<file path="src/rtl/bcd_mod_counter.sv">
// Two-digit BCD modulo counter (BASE..BASE+MODULUS-1) with up/down count, clear, checked load
// and combinational ripple carry/borrow for chaining hh:mm:ss stages.
module bcd_mod_counter #(
    parameter int MODULUS = 60,
    parameter int BASE    = 0
) (
    input  logic       ck,
    input  logic       rst_n,
    input  logic       clr,
    input  logic       load,
    input  logic [3:0] load_tens,
    input  logic [3:0] load_units,
    input  logic       inc,
    input  logic       dec,
    output logic       carry_out,
    output logic       borrow_out,
    output logic [3:0] tens,
    output logic [3:0] units,
    output logic       load_err
);

    localparam int TOP = BASE + MODULUS - 1;

    generate
        if (MODULUS < 2 || MODULUS > 100 || BASE < 0 || BASE > 99 || TOP > 99) begin : g_bad_params
            $error("bcd_mod_counter: illegal MODULUS/BASE combination");
        end
    endgenerate

    localparam logic [3:0] BASE_TENS  = 4'(BASE / 10);
    localparam logic [3:0] BASE_UNITS = 4'(BASE % 10);
    localparam logic [3:0] TOP_TENS   = 4'(TOP / 10);
    localparam logic [3:0] TOP_UNITS  = 4'(TOP % 10);

    logic [3:0] tens_q, tens_d;
    logic [3:0] units_q, units_d;
    logic       load_err_q, load_err_d;

    logic       at_top;
    logic       at_base;
    logic       inc_only;
    logic       dec_only;
    logic       digits_ok;
    logic [7:0] load_val;
    logic       load_ok;

    assign at_top   = (tens_q == TOP_TENS) && (units_q == TOP_UNITS);
    assign at_base  = (tens_q == BASE_TENS) && (units_q == BASE_UNITS);
    assign inc_only = inc & ~dec;
    assign dec_only = dec & ~inc;

    // load_val is only meaningful when both digits are legal; the +1 form keeps
    // the lower-bound test well defined when BASE is zero.
    assign digits_ok = (load_tens <= 4'd9) && (load_units <= 4'd9);
    assign load_val  = 8'(load_tens) * 8'd10 + 8'(load_units);
    assign load_ok   = digits_ok
                       && (({1'b0, load_val} + 9'd1) > 9'(BASE))
                       && (load_val <= 8'(TOP));

    always_comb begin
        tens_d     = tens_q;
        units_d    = units_q;
        load_err_d = 1'b0;
        carry_out  = 1'b0;
        borrow_out = 1'b0;
        if (clr) begin
            tens_d  = BASE_TENS;
            units_d = BASE_UNITS;
        end else if (load) begin
            if (load_ok) begin
                tens_d  = load_tens;
                units_d = load_units;
            end else begin
                load_err_d = 1'b1;
            end
        end else if (inc_only) begin
            carry_out = at_top;
            if (at_top) begin
                tens_d  = BASE_TENS;
                units_d = BASE_UNITS;
            end else if (units_q == 4'd9) begin
                units_d = 4'd0;
                tens_d  = tens_q + 4'd1;
            end else begin
                units_d = units_q + 4'd1;
            end
        end else if (dec_only) begin
            borrow_out = at_base;
            if (at_base) begin
                tens_d  = TOP_TENS;
                units_d = TOP_UNITS;
            end else if (units_q == 4'd0) begin
                units_d = 4'd9;
                tens_d  = tens_q - 4'd1;
            end else begin
                units_d = units_q - 4'd1;
            end
        end
    end

    always_ff @(posedge ck or negedge rst_n) begin
        if (!rst_n) begin
            tens_q     <= BASE_TENS;
            units_q    <= BASE_UNITS;
            load_err_q <= 1'b0;
        end else begin
            tens_q     <= tens_d;
            units_q    <= units_d;
            load_err_q <= load_err_d;
        end
    end

    assign tens     = tens_q;
    assign units    = units_q;
    assign load_err = load_err_q;

endmodule

</file>
<file path="config.mk">
export PLATFORM = sky130hd
export DESIGN_NAME = bcd_mod_counter
export DESIGN_NICKNAME = d
export VERILOG_FILES = /design/src/rtl/bcd_mod_counter.sv
export SDC_FILE = /design/constraint.sdc
export NUM_CORES = 1
export LEC_CHECK = 0
export CORE_ASPECT_RATIO = 0.6
export CORE_MARGIN = 2
export CORE_UTILIZATION = 57
export DETAILED_ROUTE_END_ITERATION = 6
export PLACE_DENSITY = 0.86
export SYNTH_ARGS = -nofsm -noshare
export SYNTH_HDL_FRONTEND = slang
export SYNTH_SLANG_ARGS = --single-unit
</file>
<file path="constraint.sdc">
create_clock -name ck -period 3.2 [get_ports ck]
set_clock_uncertainty 0.15 [all_clocks]
set_input_delay 0.8 -clock ck [delete_from_list [all_inputs] [get_ports ck]]
set_output_delay 0.8 -clock ck [all_outputs]
set_load 0.1 [all_outputs]
</file>
==> flow_summary_export.csv, run 1 <==
group,metric,value,unit
global_routing,grt_pass1_wl,7500,µm
route,firstDrtPassIters,6,
finish,layout-drive-gt1-share,40.59,%
sta,portion_of_the_clock_cycle_consumed_by_the_worst_path_in_the_final_layout,100.6,%
synth,async_reset_ff_share,100.0,%
floorplanning,std_cell_rows,13,
route,route.detailed.wl_per_inst,22.53,µm
floorplanning,io_pins,25,
synth,syn_avg_cell_area,8.766,µm²
finish,inserted_diodes,0,
finish,area_growth,41.92,%
hold_path,min_path_type,"reg2reg",
cts,cts.htree.levels,1,
route,drt_wl_total,5226,µm
global_routing,gr-total-overflow,0,
route,drc_violation_total_after_the_first_tritonroute_iteration,282,
floorplanning,die_y,42.31,µm
critical_path,worst_setup_path_end_kind,"register",
floorplanning,die_x,67.84,µm
global_routing,grt_use_total,34.50,%
placement,detailedPlacementHpwl,3377,µm
synth,yosys_warnings,0,
cts,ctsLongestPathBuffers,2,
power_and_ir_drop,peakVddDrop,0.0001783,V
sta,setup-tns-final,-17.76,ps
critical_path,critical_path_arrival,3210,ps
sta,postLayoutSetupSlackWorst,-17.76,ps
power_and_ir_drop,finalPower,0.8231,mW
placement,gp_routability_congestion,0.9302,
outcome,failing_checks,"negative setup slack",
synth,edff_count_synth,0,
route,route.antenna.remaining_nets,0,
placement,port_buffers,24,
floorplanning,core_area,2245,µm²
route,drc,0,
critical_path,cp_max_fo,8,
critical_path,setup.worst_path.start,"load_tens[2]",
outcome,outcome,"finished with violations",
sta,timing.final.setup_violations,1,
synth,netlist_instances,159,
cts,cts_tree,"done",
global_routing,first_global_vias,1553,
finish,finish.cell_count_without_fillers,232,
sta,tightest_slew,441.0,ps
synth,synth_sequential_area_ratio,16.16,%
power_and_ir_drop,power.density,416.1,nW/µm²
sta,slew_violations,0,
synth,netlist-cell-type-count,59,
finish,fill_cell_count,103,
critical_path,r2r-end,"units[2]",
synth,syn-cell-area,1394,µm²
power_and_ir_drop,power.static_leakage,0.8442,nW
critical_path,r2r-start,"units[0]",
critical_path,r2r.worst_path.cells,6,
critical_path,worstSetupPathType,"in2reg",
cts,cts_num_sinks,9,
critical_path,required,3190,ps
placement,place.detailed.instances,223,
global_routing,grt_antenna_before_repair,0,
cts,cts.hold.buffers_added,0,
sta,period_needed,3218,ps
critical_path,endpoint,"units[2]",
floorplanning,dieArea,2870,µm²
sta,timing.fmax,0.3108,GHz
finish,nets,235,
synth,synthesized_flop_and_latch_total,9,
route,avgViaCountPerCell,7.121,
floorplanning,initial_utilization,62.10,%
sta,worst_hold_slack_across_all_endpoints,460.7,ps
hold_path,holdCritStartpoint,"tens[2]",
route,vias,1652,
flow_run,cap_violations,0,
sta,final_number_of_hold_violating_endpoints,0,
global_routing,maximum_number_of_pins_on_one_net_before_global_route_repair,23,
synth,syn-num-nets,191,
cts,clk_latency,230,ps
synth,synth_flop_cell,"sky130_fd_sc_hd__dfrtp_1",
cts,cts.reportedPaths.clkPinSlew,50,ps
cts,clockRootBuffer,"sky130_fd_sc_hd__clkbuf_8",
critical_path,timing.critical_path.from_type,"input port",
sta,max_slew_margin,70.51,%
cts,cts_inserted_buffers,3,
critical_path,timing.reg2reg.setup_slack,710,ps
[cells in the mapped netlist, drive strengths merged (3+ instances only)]
| master | instances | share of area (%) |
|---|---|---|
| ha | 16 | 14 |
| inv | 13 | 3.5 |
| nand2 | 12 | 3.4 |
| a21oi | 11 | 4.2 |
| dfrtp | 9 | 16 |
| nand3 | 8 | 2.9 |
| nor2 | 7 | 1.9 |
| buf | 5 | 2.7 |
| nor2b | 5 | 2.4 |
| o21ai | 5 | 1.8 |
| clkbuf | 4 | 2.5 |
| nor3 | 4 | 1.4 |
| a21o | 3 | 1.6 |
| and3 | 3 | 1.8 |
| mux2i | 3 | 2.4 |
| nand2b | 3 | 1.3 |
| o32ai | 3 | 1.9 |
| xnor2 | 3 | 1.9 |
[final cells by class]
type / instances / area, µm² / share of cell area, %
clock buffer: 4 / 45.04 / 2.277
sequential: 9 / 241.5 / 12.21
inverter: 13 / 48.80 / 2.467
timing repair buffer: 48 / 404.1 / 20.43
tap: 30 / 37.54 / 1.898
multi-input combinational: 128 / 1201 / 60.72
[through the flow]
step	util, %	worst slack [ps]	instance area (µm²)
floorplan	-	-168.2	1455
global placement	79.88	-500.3	1793
detailed placement	79.88	-688.3	1793
CTS	85.90	2.402	1928
global route	88.13	-64.10	1978
finish	88.13	-17.76	1978
[worst max-delay path, stage by stage]
cell and delay (ps):
sky130_fd_sc_hd__clkdlybuf4s15_2 220, sky130_fd_sc_hd__ha_4 300, sky130_fd_sc_hd__ha_4 230, sky130_fd_sc_hd__a21o_1 210, sky130_fd_sc_hd__nor4_1 330, sky130_fd_sc_hd__buf_4 190, sky130_fd_sc_hd__nor4_4 40, sky130_fd_sc_hd__o311ai_4 370
sky130_fd_sc_hd__buf_6 180, sky130_fd_sc_hd__a41oi_2 150, sky130_fd_sc_hd__a41oi_2 200
[registers in the layout, indices dropped and copies added (netlist names)]
| name | cells |
|---|---|
| load_err | 1 |
| units | 4 |
| tens | 4 |
[logic make-up after synthesis]
kind of cell	Yosys count	synth area share, %
flip-flops	9	16.16
adder cells (fa/ha/maj)	18	17.24
AO/OA/AOI/OAI	44	27.11
XOR/XNOR	3	1.885
buffers and inverters	22	8.708
AND/OR/NAND/NOR	58	24.60
multiplexers	5	4.308
[power breakdown]
group	total (mW)	switching [mW]	internal [mW]
registers	0.170	0.0361	0.134
clock network	0.131	0.0447	0.0868
logic	0.521	0.329	0.192
[layer usage]
metal / vias to the layer above / track usage [%] / routed length [µm]
met4: 0 / 18.00 / 377
met5: - / 0 / 0
li1: 682 / - / -
met2: 180 / 54.12 / 2257
met1: 733 / 45.54 / 1998
met3: 57 / 4.839 / 592
[worst min-delay path by stage]
stage / to / slack (ps) / depth (start not counted)
CTS: tens[2] / 460 / 2
finish: tens[2] / 460 / 2
detailed placement: tens[2] / 450 / 2
floorplan: load_err / 350 / 0
global placement: tens[2] / 440 / 2
global route: tens[0] / 490 / 1
[layout by cell type, fill, tap and decap left out, types with 2 or more instances in the layout]
master	n
sky130_fd_sc_hd__buf_4	31
sky130_fd_sc_hd__inv_1	12
sky130_fd_sc_hd__nand2_1	11
sky130_fd_sc_hd__a21oi_1	10
sky130_fd_sc_hd__ha_1	9
sky130_fd_sc_hd__nand3_1	8
sky130_fd_sc_hd__nor2_1	7
sky130_fd_sc_hd__ha_4	7
sky130_fd_sc_hd__clkdlybuf4s50_1	6
sky130_fd_sc_hd__o21ai_0	5
sky130_fd_sc_hd__nor2b_1	4
sky130_fd_sc_hd__dfrtp_2	4
sky130_fd_sc_hd__a21o_1	3
sky130_fd_sc_hd__o32ai_1	3
sky130_fd_sc_hd__nand2b_1	3
sky130_fd_sc_hd__nor3_1	3
sky130_fd_sc_hd__clkbuf_8	3
sky130_fd_sc_hd__buf_2	3
sky130_fd_sc_hd__dfrtp_4	3
sky130_fd_sc_hd__nand3b_1	2
sky130_fd_sc_hd__and3_2	2
sky130_fd_sc_hd__nand4_1	2
sky130_fd_sc_hd__a41oi_2	2
sky130_fd_sc_hd__mux2i_1	2
sky130_fd_sc_hd__a41o_1	2
sky130_fd_sc_hd__a221o_1	2
sky130_fd_sc_hd__a32oi_1	2
sky130_fd_sc_hd__fa_2	2
sky130_fd_sc_hd__dlygate4sd2_1	2
sky130_fd_sc_hd__dfrtp_1	2
sky130_fd_sc_hd__buf_12	2
sky130_fd_sc_hd__buf_6	2
[what timing repair did]
action | 4_1_cts | 5_1_grt
cloned | 0 | 0
pin swaps | 12 | 10
buffers inserted | 3 | 2
gates resized for setup | 27 | 10
setup endpoints to repair | 9 | 8
No activity file was read; power rests on OpenSTA's default activity.
==> run 2: changes to the inputs <==
Settings changed: CORE_UTILIZATION 57 to 60, DONT_BUFFER_PORTS from default to 1, PLACE_DENSITY 0.86 to 0.76, SLEW_MARGIN from default to 40.
Clock period 3.2 ns to 4.15 ns, I/O delays scaled along.
==> run 2 against run 1 <==
Against the previous run: the flow now finishes without violations; die area shrank 4.6%; core utilization shrank 19 points; sequential cell count stayed put; largest power group unchanged; sequential power fell by 32%; combinational power shrank 40%; hold slack worse by 120 ps; total power shrank 35%; largest cell class unchanged; first-iteration DRC count is 33% lower.
==> flow_summary_export.csv, run 2 (synthesized netlist as in run 1, its figures left out) <==
group,metric,value,unit
cts,cts.hold.buffers_added,0,
critical_path,timing.critical_path.from_type,"input port",
outcome,outcome,"finished, final reports clean",
placement,gp_routability_congestion,0.9231,
cts,post_cts_buffers,0,
floorplanning,std_cell_rows,13,
critical_path,timing.reg2reg.setup_slack,1820,ps
finish,finish.cell_count_without_fillers,196,
critical_path,worst-path-buf-inv,0,
finish,area_growth,8.259,%
route,drc_violation_total_after_the_first_tritonroute_iteration,189,
sta,timing.fmax,0.2770,GHz
cts,ctsLongestPathBuffers,2,
power_and_ir_drop,peakVddDrop,0.0001958,V
cts,cts_num_sinks,9,
global_routing,grt_antenna_before_repair,0,
floorplanning,io_pins,25,
critical_path,cpPeakStageDelay,540,ps
route,route.antenna.remaining_nets,0,
global_routing,grt_pass1_wl,5789,µm
sta,portion_of_the_clock_cycle_consumed_by_the_worst_path_in_the_final_layout,86.99,%
global_routing,maximum_number_of_pins_on_one_net_before_global_route_repair,24,
power_and_ir_drop,finalPower,0.5325,mW
power_and_ir_drop,power.static_leakage,0.6648,nW
cts,cts_inserted_buffers,3,
sta,final_number_of_hold_violating_endpoints,0,
critical_path,r2r-end,"units[2]",
critical_path,worst_setup_path_end_kind,"register",
finish,mostFrequentLayoutCell,"sky130_fd_sc_hd__ha_1",
critical_path,cp_max_fo,11,
route,avgViaCountPerCell,6.658,
sta,slew_violations,0,
floorplanning,initial_utilization,63.95,%
critical_path,required,4120,ps
placement,detailedPlacementHpwl,2906,µm
floorplanning,dieArea,2737,µm²
critical_path,critPathMostFrequentCell,"sky130_fd_sc_hd__ha_1",
global_routing,gr-total-overflow,0,
global_routing,first_global_vias,1189,
route,drc,0,
cts,clockRootBuffer,"sky130_fd_sc_hd__clkbuf_8",
cts,cts_tree,"done",
route,drt_wl_total,3697,µm
sta,period_needed,3610,ps
critical_path,r2r-start,"units[0]",
finish,layout-drive-gt1-share,19.28,%
cts,cts.htree.levels,1,
sta,worst_hold_slack_across_all_endpoints,339.6,ps
placement,port_buffers,0,
cts,cts-resized-gates,0,
placement,place.detailed.instances,192,
sta,setup-tns-final,0,ps
power_and_ir_drop,power.density,352.9,nW/µm²
critical_path,largest_delay_contributor_family_on_the_critical_path,"adder cells",
sta,grt_setup_unrepaired,"no",
cts,cts.reportedPaths.clkPinSlew,50,ps
finish,nets,199,
floorplanning,die_y,41.34,µm
route,route.detailed.wl_per_inst,18.86,µm
finish,inserted_diodes,0,
floorplanning,core_area,2180,µm²
flow_run,cap_violations,0,
sta,tightest_slew,872.9,ps
critical_path,crit_slowest_cell,"sky130_fd_sc_hd__o311ai_4",
cts,clk_latency,240,ps
global_routing,grt_use_total,29.91,%
critical_path,worstSetupPathType,"in2reg",
finish,layout_common_cells,"sky130_fd_sc_hd__ha_1 (16), sky130_fd_sc_hd__inv_1 (13), sky130_fd_sc_hd__buf_4 (12), sky130_fd_sc_hd__nand2_1 (11), sky130_fd_sc_hd__a21oi_1 (10)",
sta,timing.final.setup_violations,0,
route,firstDrtPassIters,4,
critical_path,critical_path_arrival,3580,ps
hold_path,min_path_type,"in2async",
sta,max_slew_margin,41.85,%
route,vias,1305,
floorplanning,die_x,66.23,µm
finish,post-route-util,69.23,%
critical_path,r2r.worst_path.cells,6,
critical_path,cp_cell_sequence,"ha_1 -> ha_1 -> fa_1 -> and3_4 -> and3b_2 -> o311ai_4 -> nand2_2 -> mux2_4",
[run 2: cell count changes in the layout (fill, tap and decap cells not counted), sizes merged]
cell | before | now
clkdlybuf4s15 | 1 | 0
clkbuf | 5 | 4
dlygate4sd2 | 2 | 0
clkdlybuf4s50 | 6 | 0
buf | 38 | 12
[run 2: per-layer routing]
metal  track usage, %  vias up  part of all wire [%]
li1                 -      610                     -
met1            40.69      616                    45
met2            48.75       72                    45
met3            7.796        7                   9.6
met4            7.143        0                  0.92
met5                0        -                     0
[run 2: how the worst max path moves through the flow]
stage	startpoint	endpoint	slack (ps)	depth (start not counted)
after detailed placement	load_tens[1]	tens[0]	330	8
after floorplan	units[0]	carry_out	80	4
after CTS	load_tens[1]	tens[0]	550	8
final	load_tens[1]	tens[0]	540	8
after global placement	load_tens[1]	tens[0]	440	8
after global routing	load_tens[1]	tens[0]	440	8
[run 2: metrics by stage]
stage / area (µm²) / setup slack, ps
5_1_grt: 1509 / 439.8
6_report: 1509 / 539.9
4_1_cts: 1509 / 553.1
3_3_place_gp: 1464 / 439.4
3_5_place_dp: 1464 / 325.6
2_1_floorplan: 1409 / 81.93
[run 2: area by class of cell]
class	count	area (µm²)
Clock buffer	4	45.04
Fill cell	177	670.6
Inverter	13	48.80
Multi-Input combinational cell	128	1062
Sequential cell	9	225.2
Tap cell	30	37.54
Timing Repair Buffer	12	90.09
[run 2: worst register-to-register path, stage by stage, from the launching register on]
cell and delay, ps:
sky130_fd_sc_hd__dfrtp_1 480, sky130_fd_sc_hd__ha_1 290, sky130_fd_sc_hd__and3b_1 230, sky130_fd_sc_hd__or4b_1 520, sky130_fd_sc_hd__o21ai_0 230, sky130_fd_sc_hd__a41oi_2 170, sky130_fd_sc_hd__a41oi_2 180
[run 2: where the power goes]
part / leakage (nW) / total [mW] / internal (mW) / switching, mW
combinational: 0.523 / 0.311 / 0.0997 / 0.211
sequential: 0.119 / 0.115 / 0.0998 / 0.0148
clock: 0.0228 / 0.107 / 0.0674 / 0.0395
